[config.mk]
export PLATFORM = sky130hd
export DESIGN_NAME = display_scan
export DESIGN_NICKNAME = d
export VERILOG_FILES = /design/src/rtl/display_pkg.sv /design/src/rtl/display_scan_tick.sv /design/src/rtl/display_scan.sv
export SDC_FILE = /design/constraint.sdc
export NUM_CORES = 1
export LEC_CHECK = 0
export ABC_AREA = 1
export CAP_MARGIN = 20
export CORE_ASPECT_RATIO = 1.2
export CORE_MARGIN = 3
export CORE_UTILIZATION = 50
export CTS_CLUSTER_DIAMETER = 40
export DETAILED_ROUTE_END_ITERATION = 10
export PLACE_DENSITY = 0.8
export RECOVER_POWER = 25
export SETUP_SLACK_MARGIN = 0.15
export SLEW_MARGIN = 20
export SYNTH_ARGS = -nofsm -noshare
export SYNTH_HDL_FRONTEND = slang
export SYNTH_SLANG_ARGS = --single-unit
[constraint.sdc]
create_clock -name clk -period 1.6 [get_ports clk]
set_input_delay 0.16 -clock clk [delete_from_list [all_inputs] [get_ports clk]]
set_output_delay 0.16 -clock clk [all_outputs]
set_load 0.05 [all_outputs]
[src/rtl/display_pkg.sv]
// Shared types and default constants for the display address scanner.
package display_pkg;

    localparam int ADDR_W_DEF = 8;
    localparam int INTVL_DEF  = 200000000;
    localparam int CNT_W_DEF  = 32;

    // Scanner operating modes.
    typedef enum logic [1:0] {
        ST_MANUAL = 2'd0,
        ST_SCAN   = 2'd1,
        ST_PAUSE  = 2'd2
    } state_e;

endpackage

[src/rtl/display_scan_tick.sv]
// Dwell counter: counts enabled cycles and emits a one-cycle tick on the
// terminal count INTVL-1, rolling back to zero on that same edge.
module scan_tick
    import display_pkg::*;
#(
    parameter int CNT_W = CNT_W_DEF,
    parameter int INTVL = INTVL_DEF
) (
    input  logic clk,
    input  logic rst_n,
    input  logic enable,
    input  logic clear,
    output logic tick
);

    localparam logic [CNT_W-1:0] TERM = CNT_W'(INTVL - 1);

    logic [CNT_W-1:0] count_q;
    logic [CNT_W-1:0] count_d;

    // Terminal-count detect; only meaningful while counting.
    assign tick = enable && (count_q == TERM);

    // Next count: clear wins, then roll over at terminal count, else hold/increment.
    always_comb begin
        // NOTE: default first so every path assigns count_d and no latch is inferred.
        count_d = count_q;
        if (clear) begin
            count_d = '0;
        end else if (enable) begin
            count_d = (count_q == TERM) ? '0 : count_q + CNT_W'(1);
        end
    end

    // Counter register.
    always_ff @(posedge clk or negedge rst_n) begin
        // NOTE: non-blocking assignments for all clocked state so every register
        // samples pre-edge values regardless of statement order.
        if (!rst_n) begin
            count_q <= '0;
        end else begin
            count_q <= count_d;
        end
    end

endmodule

[src/rtl/display_scan.sv]
// Display address scanner: manual address pass-through, or an automatic scan
// over a latched [start, end] range with pause / single-step control.
module display_scan
    import display_pkg::*;
#(
    parameter int ADDR_W = ADDR_W_DEF,
    parameter int INTVL  = INTVL_DEF,
    parameter int CNT_W  = CNT_W_DEF
) (
    input  logic              clk,
    input  logic              rst_n,
    input  logic              display,
    input  logic [ADDR_W-1:0] sel_addr,
    input  logic [ADDR_W-1:0] start_addr,
    input  logic [ADDR_W-1:0] end_addr,
    input  logic              dir,
    input  logic              pause,
    input  logic              step,
    output logic [ADDR_W-1:0] real_addr,
    output logic              scanning,
    output logic              paused,
    output logic              wrap
);

    state_e            state_q, state_d;
    logic [ADDR_W-1:0] addr_q, addr_d;
    logic [ADDR_W-1:0] start_q, start_d;
    logic [ADDR_W-1:0] end_q, end_d;
    logic              dir_q, dir_d;
    logic              wrap_q, wrap_d;

    logic              cnt_en;
    logic              cnt_clr;
    logic              tick;
    logic              do_adv;
    logic [ADDR_W-1:0] adv_addr;
    logic              adv_wrap;

    scan_tick #(
        .CNT_W (CNT_W),
        .INTVL (INTVL)
    ) u_tick (
        .clk    (clk),
        .rst_n  (rst_n),
        .enable (cnt_en),
        .clear  (cnt_clr),
        .tick   (tick)
    );

    // One-step advance within the latched range; reload from the far end at a range boundary.
    always_comb begin
        adv_wrap = 1'b0;
        adv_addr = addr_q;
        if (!dir_q) begin
            if (addr_q == end_q) begin
                adv_addr = start_q;
                adv_wrap = 1'b1;
            end else begin
                adv_addr = addr_q + ADDR_W'(1);
            end
        end else begin
            if (addr_q == start_q) begin
                adv_addr = end_q;
                adv_wrap = 1'b1;
            end else begin
                adv_addr = addr_q - ADDR_W'(1);
            end
        end
    end

    // Next-state, counter control and address selection; display=0 overrides everything.
    always_comb begin
        state_d = state_q;
        addr_d  = addr_q;
        start_d = start_q;
        end_d   = end_q;
        dir_d   = dir_q;
        wrap_d  = 1'b0;
        cnt_en  = 1'b0;
        cnt_clr = 1'b0;
        do_adv  = 1'b0;

        case (state_q)
            ST_MANUAL: begin
                addr_d  = sel_addr;
                cnt_clr = 1'b1;
                if (display) begin
                    state_d = ST_SCAN;
                    start_d = start_addr;
                    end_d   = end_addr;
                    dir_d   = dir;
                    addr_d  = dir ? end_addr : start_addr;
                end
            end
            ST_SCAN: begin
                cnt_en = 1'b1;
                do_adv = tick;
                if (pause) begin
                    state_d = ST_PAUSE;
                end
            end
            ST_PAUSE: begin
                if (step) begin
                    do_adv  = 1'b1;
                    cnt_clr = 1'b1;
                end
                if (!pause) begin
                    state_d = ST_SCAN;
                end
            end
            default: begin
                state_d = ST_MANUAL;
                addr_d  = sel_addr;
                cnt_clr = 1'b1;
            end
        endcase

        if (do_adv) begin
            addr_d = adv_addr;
            wrap_d = adv_wrap;
        end

        if ((state_q != ST_MANUAL) && !display) begin
            state_d = ST_MANUAL;
            addr_d  = sel_addr;
            wrap_d  = 1'b0;
            cnt_en  = 1'b0;
            cnt_clr = 1'b1;
        end
    end

    // State, address, latched range and wrap pulse registers.
    always_ff @(posedge clk or negedge rst_n) begin
        if (!rst_n) begin
            state_q <= ST_MANUAL;
            addr_q  <= '0;
            start_q <= '0;
            end_q   <= '0;
            dir_q   <= 1'b0;
            wrap_q  <= 1'b0;
        end else begin
            state_q <= state_d;
            addr_q  <= addr_d;
            start_q <= start_d;
            end_q   <= end_d;
            dir_q   <= dir_d;
            wrap_q  <= wrap_d;
        end
    end

    assign real_addr = addr_q;
    assign scanning  = (state_q == ST_SCAN) || (state_q == ST_PAUSE);
    assign paused    = (state_q == ST_PAUSE);
    assign wrap      = wrap_q;

endmodule

==> load_flow_metrics.sql, run 1 <==
INSERT INTO impl_metrics (metric_group, metric, value, unit) VALUES
('global_route', 'grt_use_total', '0.343', ''),
('sta', 'final.setup_skew', '0.0170', 'ns'),
('outcome', 'outcome', 'finished, violations left', ''),
('floorplan', 'core_area', '8330', 'um2'),
('route', 'drc', '0', ''),
('clock_network', 'clock_tree_from_tritoncts', 'yes', ''),
('power_and_ir_drop', 'ir_drop', '0.000750', 'V'),
('route', 'drt_iter0_markers', '530', ''),
('global_route', 'vias_in_the_first_global_route', '5644', ''),
('route', 'routed_via_density', '6.02', ''),
('setup_path', 'timing.critical_path.arrival', '2.41', 'ns'),
('setup_path', 'crit_path_end_kind', 'flip-flop', ''),
('power_and_ir_drop', 'p_int', '0.00623', 'W'),
('clock_network', 'cts_num_sinks', '60', ''),
('global_route', 'antenna_found_initial', '0', ''),
('layout', 'layout_common_cells', 'sky130_fd_sc_hd__nand2_1 (203), sky130_fd_sc_hd__buf_4 (148), sky130_fd_sc_hd__nor2_1 (59)', ''),
('worst_hold_path', 'min-delay-path-class', 'input pin to flip-flop', ''),
('synthesis', 'synth_fp_nets', '705', ''),
('layout', 'fill_cells', '411', ''),
('worst_hold_path', 'min_path_cells', '3', ''),
('power_and_ir_drop', 'power.switching', '0.00621', 'W'),
('sta', 'maxSlewViolCount', '0', ''),
('layout', 'antenna_cells_inserted', '0', ''),
('sta', 'grt_setup_unrepaired', 'yes', ''),
('synthesis', 'ffs_latches_synth', '60', ''),
('layout', 'multi_input_area', '3160', 'um2'),
('clock_network', 'clock_tree.root_cell', 'sky130_fd_sc_hd__clkbuf_8', ''),
('sta', 'slew_headroom', '0.174', ''),
('synthesis', 'syn_area', '4410', 'um2'),
('place', 'routabilityCongestion', '0.972', ''),
('power_and_ir_drop', 'comb_power_share', '0.717', ''),
('route', 'routed_wl', '20.1', 'mm'),
('run', 'max-cap-violations', '0', ''),
('sta', 'setup_viol', '43', ''),
('floorplan', 'floorplan.die_area', '9990', 'um2'),
('clock_network', 'clock_latency', '0.37', 'ns'),
('setup_path', 'worst-endpoint-required', '1.84', 'ns'),
('layout', 'area_growth_synth_to_finish', '62.4', '%'),
('sta', 'final_min_period_over_clock_period', '1.35', ''),
('clock_network', 'h-tree-depth', '3', ''),
('setup_path', 'crit_path_start_kind', 'flip-flop', ''),
('place', 'port-buffer-count', '40', ''),
('power_and_ir_drop', 'power.sequential.fraction', '0.183', ''),
('floorplan', 'design.portCount', '41', ''),
('setup_path', 'critical_path_class', 'flip-flop to flip-flop', ''),
('power_and_ir_drop', 'switching_share_of_total_power', '0.499', ''),
('floorplan', 'floorplan.initialDensity', '0.529', ''),
('clock_network', 'cts.clk_slew.worst_paths', '0.08', 'ns'),
('route', 'wire_per_inst', '20.2', 'um'),
('synthesis', 'yosys.cell_types.count', '39', ''),
('route', 'via_count', '5987', ''),
('sta', 'setup_ws', '-0.568', 'ns'),
('global_route', 'pin_count_of_the_biggest_net_entering_global_routing', '22', ''),
('synthesis', 'synthesis.area_per_instance', '6.60', 'um2'),
('power_and_ir_drop', 'power.leakage', '3.40', 'nW'),
('synthesis', 'synth_area_leader_cell', 'sky130_fd_sc_hd__dfrtp_1', ''),
('global_route', 'global_route.overflow_total', '0', ''),
('outcome', 'violations_in_the_final_reports', 'negative setup slack', ''),
('layout', 'layout.area.seq', '1510', 'um2'),
('layout', 'fraction_of_layout_cells_with_a_size_suffix_above_1', '0.393', ''),
('layout', 'mostFrequentLayoutCell', 'sky130_fd_sc_hd__nand2_1', ''),
('global_route', 'grt_first_pass_wirelength', '26.9', 'mm'),
('layout', 'final_area', '7160', 'um2'),
('route', 'detail_route.first_pass.iterations', '7', ''),
('setup_path', 'ff2ff_setup_slack', '-0.57', 'ns'),
('route', 'antenna_violating_nets_post_route', '0', ''),
('layout', 'design.final.nets', '915', ''),
('floorplan', 'die_width', '91.7', 'um'),
('place', 'dpl-instance-area', '5930', 'um2'),
('setup_path', 'ff2ff_path_depth', '11', ''),
('sta', 'timing.fmax', '461', 'MHz');
[cell usage after synthesis]
cell,n
sky130_fd_sc_hd__clkinv_1,1
sky130_fd_sc_hd__nand3_1,68
sky130_fd_sc_hd__nor2_1,72
sky130_fd_sc_hd__nand2_4,2
sky130_fd_sc_hd__or2_1,1
sky130_fd_sc_hd__o22ai_1,3
sky130_fd_sc_hd__nand4_1,12
sky130_fd_sc_hd__inv_2,8
sky130_fd_sc_hd__xnor2_1,9
sky130_fd_sc_hd__clkinv_2,1
sky130_fd_sc_hd__nor2_4,6
sky130_fd_sc_hd__nor4_2,1
sky130_fd_sc_hd__buf_6,2
sky130_fd_sc_hd__dfrtp_1,60
sky130_fd_sc_hd__or2_2,1
sky130_fd_sc_hd__inv_1,63
sky130_fd_sc_hd__nor4_4,1
sky130_fd_sc_hd__nand2_2,9
sky130_fd_sc_hd__xor2_1,20
sky130_fd_sc_hd__a31oi_1,2
sky130_fd_sc_hd__nor2_2,14
sky130_fd_sc_hd__nor4_1,1
sky130_fd_sc_hd__o21bai_1,1
sky130_fd_sc_hd__o21ai_1,2
sky130_fd_sc_hd__buf_2,8
sky130_fd_sc_hd__buf_4,1
sky130_fd_sc_hd__nor3_1,16
sky130_fd_sc_hd__and3_1,1
sky130_fd_sc_hd__o32ai_1,1
sky130_fd_sc_hd__a211oi_1,1
sky130_fd_sc_hd__a21oi_1,12
sky130_fd_sc_hd__ha_1,7
sky130_fd_sc_hd__nor3b_1,1
sky130_fd_sc_hd__o21ai_0,31
sky130_fd_sc_hd__nor3_2,1
sky130_fd_sc_hd__clkbuf_1,5
sky130_fd_sc_hd__o211ai_1,1
sky130_fd_sc_hd__nand2_1,221
sky130_fd_sc_hd__a22o_1,1
[through the flow]
stage / power [W] / setup TNS, ns / setup WS, ns / util / std cells
floorplan: 0.00612 / -3.27 / -0.132 / - / 668
global placement: 0.00811 / -3.90 / -0.165 / 0.711 / 932
detailed placement: 0.00829 / -5.96 / -0.256 / 0.711 / 932
CTS: 0.0110 / -3.38 / -0.134 / 0.809 / 981
global route: 0.0130 / -12.32 / -0.531 / 0.859 / 995
finish: 0.0124 / -10.12 / -0.568 / 0.859 / 995
[flip-flops by register name, indices dropped and copies added (netlist names)]
register / count
u_tick.count_q: 32
end_q: 8
real_addr: 8
start_q: 8
state_q: 2
dir_q: 1
wrap: 1
[per-layer routing]
| layer | wire length, um | vias up | track usage |
|---|---|---|---|
| met4 | 2020 | 0 | 0.219 |
| met2 | 9610 | 508 | 0.631 |
| li1 | - | 2556 | - |
| met5 | 0 | - | 0 |
| met3 | 1980 | 234 | 0.0663 |
| met1 | 6500 | 2689 | 0.356 |
[final timing paths]
kind | start | endpoint
setup / recovery | u_tick.count_q[29] | real_addr[0]
setup reg to reg | u_tick.count_q[29] | real_addr[0]
max in group asynchronous | rst_n | real_addr[1]
hold / removal | start_addr[1] | start_q[1]
min in group asynchronous | rst_n | u_tick.count_q[14]
hold reg to reg | start_q[6] | start_q[6]
[worst max-delay path, stage by stage, from the launching register on]
cell and delay, ns:
sky130_fd_sc_hd__dfrtp_1 0.42, sky130_fd_sc_hd__nor2_1 0.23, sky130_fd_sc_hd__buf_4 0.18, sky130_fd_sc_hd__nand4_1 0.12, sky130_fd_sc_hd__nor2_2 0.17, sky130_fd_sc_hd__nand3_2 0.11
sky130_fd_sc_hd__nand2_4 0.14, sky130_fd_sc_hd__nand2_4 0.11, sky130_fd_sc_hd__a21oi_2 0.15, sky130_fd_sc_hd__nand2_1 0.07, sky130_fd_sc_hd__nand2_1 0.20, sky130_fd_sc_hd__nand2_1 0.14
[repair_timing]
item                       in CTS  in global routing
setup endpoints to repair      49                 51
resized for setup              93                 75
buffers inserted               30                 14
hold endpoints to repair       17                  0
pin swaps                      57                 30
gates cloned                    4                  0
hold buffers                    1                  0
[power by group through the flow]
stage / Combinational (W) / Clock (W) / Sequential, W
6_report: 0.00891 / 0.00125 / 0.00227
5_1_grt: 0.00934 / 0.00132 / 0.00229
4_1_cts: 0.00753 / 0.00121 / 0.00223
3_5_place_dp: 0.00603 / 0 / 0.00226
3_3_place_gp: 0.00587 / 0 / 0.00224
2_1_floorplan: 0.00362 / 0 / 0.00250
[cell families (layout without fill, tap and decap cells)]
kind of cell,after synthesis,count (layout),share of synthesized area
flip-flops,60,60,0.341
AND/OR/NAND/NOR,428,430,0.432
AO/OA/AOI/OAI,55,55,0.0673
adder cells (fa/ha/maj),7,7,0.0199
buffers and inverters,89,300,0.0826
XOR/XNOR,29,29,0.0576
[layout make-up]
cell class	instances	share of cell area
Clock buffer	11	0.0197
Clock inverter	3	0.00210
Inverter	73	0.0433
Multi-Input combinational cell	521	0.442
Sequential cell	60	0.211
Tap cell	114	0.0199
Timing Repair Buffer	212	0.261
Timing Repair inverter	1	0.00105
Note: power is estimated with default switching activity, not from simulation.
==> inputs of run 2 (changes only) <==
--- a/config.mk
+++ b/config.mk
@@ -6,6 +6,7 @@
 export NUM_CORES = 1
 export LEC_CHECK = 0
 export ABC_AREA = 1
+export ABC_CLOCK_PERIOD_IN_PS = 1600
 export CAP_MARGIN = 20
 export CORE_ASPECT_RATIO = 1.2
 export CORE_MARGIN = 3
@@ -18,4 +19,5 @@
 export SLEW_MARGIN = 20
 export SYNTH_ARGS = -nofsm -noshare
 export SYNTH_HDL_FRONTEND = slang
+export SYNTH_HIERARCHICAL = 1
 export SYNTH_SLANG_ARGS = --single-unit
==> run 2 against run 1 <==
The run still ends with negative setup slack left. Clock-buffer cell count is 2 higher. Critical path depth is 2 higher. Non-clock buffer count is 17 lower. Sequential share of layout area is 0.36 points higher. Combinational power is 12% lower. Final area is 2.3% lower. Sequential power is 4% higher. Fmax is 0.93% lower. Clock skew is 0.0094 ns lower. Worst setup slack worse by 0.020 ns. Largest cell class unchanged. Clock power is 3% higher. Hold slack worse by 0.014 ns.
==> load_flow_metrics.sql, run 2 <==
INSERT INTO impl_metrics (metric_group, metric, value, unit) VALUES
('place', 'preCtsSetupSlack', '-0.547', 'ns'),
('sta', 'final.setup_skew', '0.00763', 'ns'),
('worst_hold_path', 'min_path_cells', '3', ''),
('worst_hold_path', 'worstHoldStart', 'start_addr[0]', ''),
('clock_network', 'clock_latency', '0.36', 'ns'),
('power_and_ir_drop', 'power.leakage', '3.28', 'nW'),
('synthesis', 'synthFlopType', 'sky130_fd_sc_hd__dfrtp_1', ''),
('setup_path', 'crit_path_end_kind', 'flip-flop', ''),
('global_route', 'global_route.overflow_total', '0', ''),
('power_and_ir_drop', 'ir_drop', '0.00118', 'V'),
('setup_path', 'crit_top_cell', 'sky130_fd_sc_hd__nor2_4', ''),
('setup_path', 'crit_path_start_kind', 'flip-flop', ''),
('setup_path', 'critical-path-slowest-cell', 'sky130_fd_sc_hd__dfrtp_2', ''),
('setup_path', 'critical_path_class', 'flip-flop to flip-flop', ''),
('floorplan', 'die_width', '92.6', 'um'),
('synthesis', 'synth.area.top_cells', 'sky130_fd_sc_hd__dfrtp_1 (33%), sky130_fd_sc_hd__nand2_1 (18%), sky130_fd_sc_hd__nor2_1 (6.4%), sky130_fd_sc_hd__nand3_1 (5.8%), sky130_fd_sc_hd__inv_1 (5.4%)', ''),
('route', 'detail_route.first_pass.iterations', '8', ''),
('worst_hold_path', 'min-delay-path-class', 'input pin to flip-flop', ''),
('layout', 'largest_reg_flops', '32', ''),
('setup_path', 'timing.critical_path.arrival', '2.45', 'ns'),
('synthesis', 'synth_fp_nets', '702', ''),
('synthesis', 'post_synth_most_frequent_cells', 'sky130_fd_sc_hd__nand2_1 (216), sky130_fd_sc_hd__nor2_1 (77), sky130_fd_sc_hd__inv_1 (65), sky130_fd_sc_hd__dfrtp_1 (60), sky130_fd_sc_hd__nand3_1 (52)', ''),
('global_route', 'pin_count_of_the_biggest_net_entering_global_routing', '61', ''),
('route', 'wire_per_inst', '19.1', 'um'),
('setup_path', 'r2r_start', 'state_q[0]', ''),
('sta', 'maxSlewViolCount', '0', ''),
('power_and_ir_drop', 'power_density', '1640', 'nW/um2'),
('route', 'routed_wl', '18.6', 'mm'),
('synthesis', 'ffs_latches_synth', '60', ''),
('layout', 'mostFrequentLayoutCell', 'sky130_fd_sc_hd__nand2_1', ''),
('floorplan', 'dieHeight', '110', 'um'),
('synthesis', 'yosys.cell_types.count', '36', ''),
('layout', 'layout_common_cells', 'sky130_fd_sc_hd__nand2_1 (186), sky130_fd_sc_hd__buf_4 (121), sky130_fd_sc_hd__nor2_1 (64)', ''),
('clock_network', 'cts_made_buffers', '9', ''),
('setup_path', 'maximum_cell_stage_delay_along_the_critical_path', '0.44', 'ns'),
('route', 'via_count', '5843', ''),
('layout', 'final_core_utilization', '0.808', ''),
('run', 'max-cap-violations', '0', ''),
('place', 'port-buffer-count', '40', ''),
('place', 'place.detailed.hpwl', '11.0', 'mm'),
('sta', 'max_slew.worst_pin.slew', '0.870', 'ns'),
('synthesis', 'postSynth.asyncResetShare', '1.00', ''),
('route', 'routed_via_density', '6.00', ''),
('layout', 'fraction_of_layout_cells_with_a_size_suffix_above_1', '0.389', ''),
('outcome', 'outcome', 'finished, violations left', ''),
('setup_path', 'worstSetupStartpoint', 'state_q[0]', ''),
('route', 'antenna_violating_nets_post_route', '0', ''),
('floorplan', 'floorplan.die_area', '10200', 'um2'),
('global_route', 'antenna_found_initial', '0', ''),
('clock_network', 'h-tree-depth', '3', ''),
('sta', 'setup_viol', '49', ''),
('synthesis', 'yosys.area.top_type_share', '0.334', ''),
('sta', 'grt_setup_unrepaired', 'yes', ''),
('sta', 'tns', '-16.99', 'ns'),
('floorplan', 'design.portCount', '41', ''),
('sta', 'setup_ws', '-0.588', 'ns'),
('setup_path', 'timing.critical_path.fanout_max', '4', ''),
('route', 'drc', '0', ''),
('place', 'dpl-instance-area', '6010', 'um2'),
('floorplan', 'rows', '37', ''),
('clock_network', 'clock_tree.root_cell', 'sky130_fd_sc_hd__clkbuf_8', ''),
('floorplan', 'core_area', '8660', 'um2'),
('clock_network', 'clock_tree_from_tritoncts', 'yes', ''),
('sta', 'timing.fmax', '457', 'MHz'),
('layout', 'design.final.nets', '891', ''),
('sta', 'report.final.hold_viol_count', '0', ''),
('clock_network', 'cts_num_sinks', '60', ''),
('global_route', 'grt_use_total', '0.320', ''),
('synthesis', 'synth_area_leader_cell', 'sky130_fd_sc_hd__dfrtp_1', ''),
('layout', 'area_growth_synth_to_finish', '55.6', '%'),
('sta', 'slew_headroom', '0.420', ''),
('clock_network', 'max-clock-path-buffers', '2', ''),
('sta', 'timing.final.crit_period', '2.19', 'ns'),
('global_route', 'vias_in_the_first_global_route', '5565', ''),
('sta', 'final_min_period_over_clock_period', '1.37', ''),
('synthesis', 'number_of_instances_in_the_synthesized_netlist', '664', ''),
('setup_path', 'worst-endpoint-required', '1.86', 'ns'),
('layout', 'antenna_cells_inserted', '0', ''),
('synthesis', 'synth-warning-count', '6', ''),
('synthesis', 'syn_area', '4500', 'um2'),
('synthesis', 'synth-seq-area-share', '0.334', ''),
('synthesis', 'synthesis.area_per_instance', '6.78', 'um2'),
('sta', 'worst_hold_slack', '0.379', 'ns'),
('synthesis', 'yosys.cell_count.top_type', 'sky130_fd_sc_hd__nand2_1', ''),
('route', 'drt_iter0_markers', '636', ''),
('outcome', 'violations_in_the_final_reports', 'negative setup slack', ''),
('floorplan', 'floorplan.initialDensity', '0.520', ''),
('synthesis', 'synth_enable_flop_cells', '0', ''),
('layout', 'largest_reg_by_ff_count', 'u_tick/count_q', ''),
('setup_path', 'crit_chain', 'inv_4, ha_4, nor2_4, inv_2, o211ai_1, buf_4, nor2_4, buf_6, nor3_4, nand3_2, o21bai_1, nand2_1, nor2_1', ''),
('layout', 'final_area', '7000', 'um2'),
('clock_network', 'cts.clk_slew.worst_paths', '0.07', 'ns'),
('setup_path', 'ff2ff_path_depth', '13', ''),
('global_route', 'grt_first_pass_wirelength', '25.4', 'mm'),
('place', 'routabilityCongestion', '0.984', '');
## run 2: changes by cell type in the layout (fill, tap and decap cells not counted), moves of 6 or more
cell,delta
sky130_fd_sc_hd__nand2_1,-17
sky130_fd_sc_hd__a21oi_1,+7
sky130_fd_sc_hd__o21ai_0,-13
sky130_fd_sc_hd__nand3_2,-7
sky130_fd_sc_hd__dfrtp_1,+7
sky130_fd_sc_hd__buf_4,-27
sky130_fd_sc_hd__dfrtp_2,-7
sky130_fd_sc_hd__nand2_2,+21
sky130_fd_sc_hd__a21oi_2,+6
sky130_fd_sc_hd__nor3_1,-10
## run 2: worst max-delay path: cells and delay by family, from the launching register on
kind | cells | cell delay, ns
adders and majority gates | 1 | 0.17
and+or+nand+nor | 6 | 0.83
buffers and inverters | 4 | 0.40
AOI/OAI and AO/OA | 2 | 0.25
DFF | 1 | 0.44
## run 2: final timing paths
path	end	slack (ns)
max	u_tick/count_q[22]	-0.59
min	start_q[0]	0.38
max reg2reg	u_tick/count_q[22]	-0.59
min reg2reg	end_q[2]	0.57
max in group asynchronous	state_q[0]	0.42
min in group asynchronous	u_tick/count_q[15]	0.58
## run 2: logic make-up (layout without fill, tap and decap cells)
kind of cell / after synthesis / count (layout) / share of synthesized area
AOI/OAI and AO/OA: 74 / 74 / 0.0993
and+or+nand+nor: 404 / 405 / 0.396
xor gates and xnor gates: 25 / 25 / 0.0503
adders and majority gates: 8 / 8 / 0.0222
buffers and inverters: 93 / 285 / 0.0984
DFF: 60 / 60 / 0.334
## run 2: routing by layer
| layer | GRT usage | vias up | routed length [um] |
|---|---|---|---|
| li1 | - | 2496 | - |
| met1 | 0.318 | 2658 | 5910 |
| met2 | 0.584 | 482 | 9240 |
| met3 | 0.0643 | 207 | 1550 |
| met4 | 0.246 | 0 | 1870 |
| met5 | 0 | - | 0 |
## run 2: final cells by class
| type | instances | area [um2] |
|---|---|---|
| flip-flops and latches | 60 | 1500 |
| clock inverters | 2 | 10.0 |
| clock buffers | 13 | 159 |
| well taps | 117 | 146 |
| repair buffers | 195 | 1830 |
| fillers | 495 | 1660 |
| inverters | 75 | 314 |
| multi-input cells | 512 | 3040 |
## run 2: power by group
group          leakage, nW  switching (W)  internal [W]
clock               0.0893       0.000653      0.000635
sequential           0.791       0.000471       0.00188
combinational         2.40        0.00431       0.00356
total                 3.28        0.00544       0.00607
## run 2: what timing repair did
action                                 CTS  global route
hold buffers                             1             0
pin swaps                               39            38
resized for setup                       95            77
setup buffers                           11            16
setup endpoints to repair               61            60
gates cloned                             1             1
endpoints found under the hold margin   60             0
## run 2: through the flow
step,power [W],std cells
CTS,0.0101,957
global route,0.0120,974
global placement,0.00797,929
floorplan,0.00585,664
detailed placement,0.00821,929
finish,0.0115,974
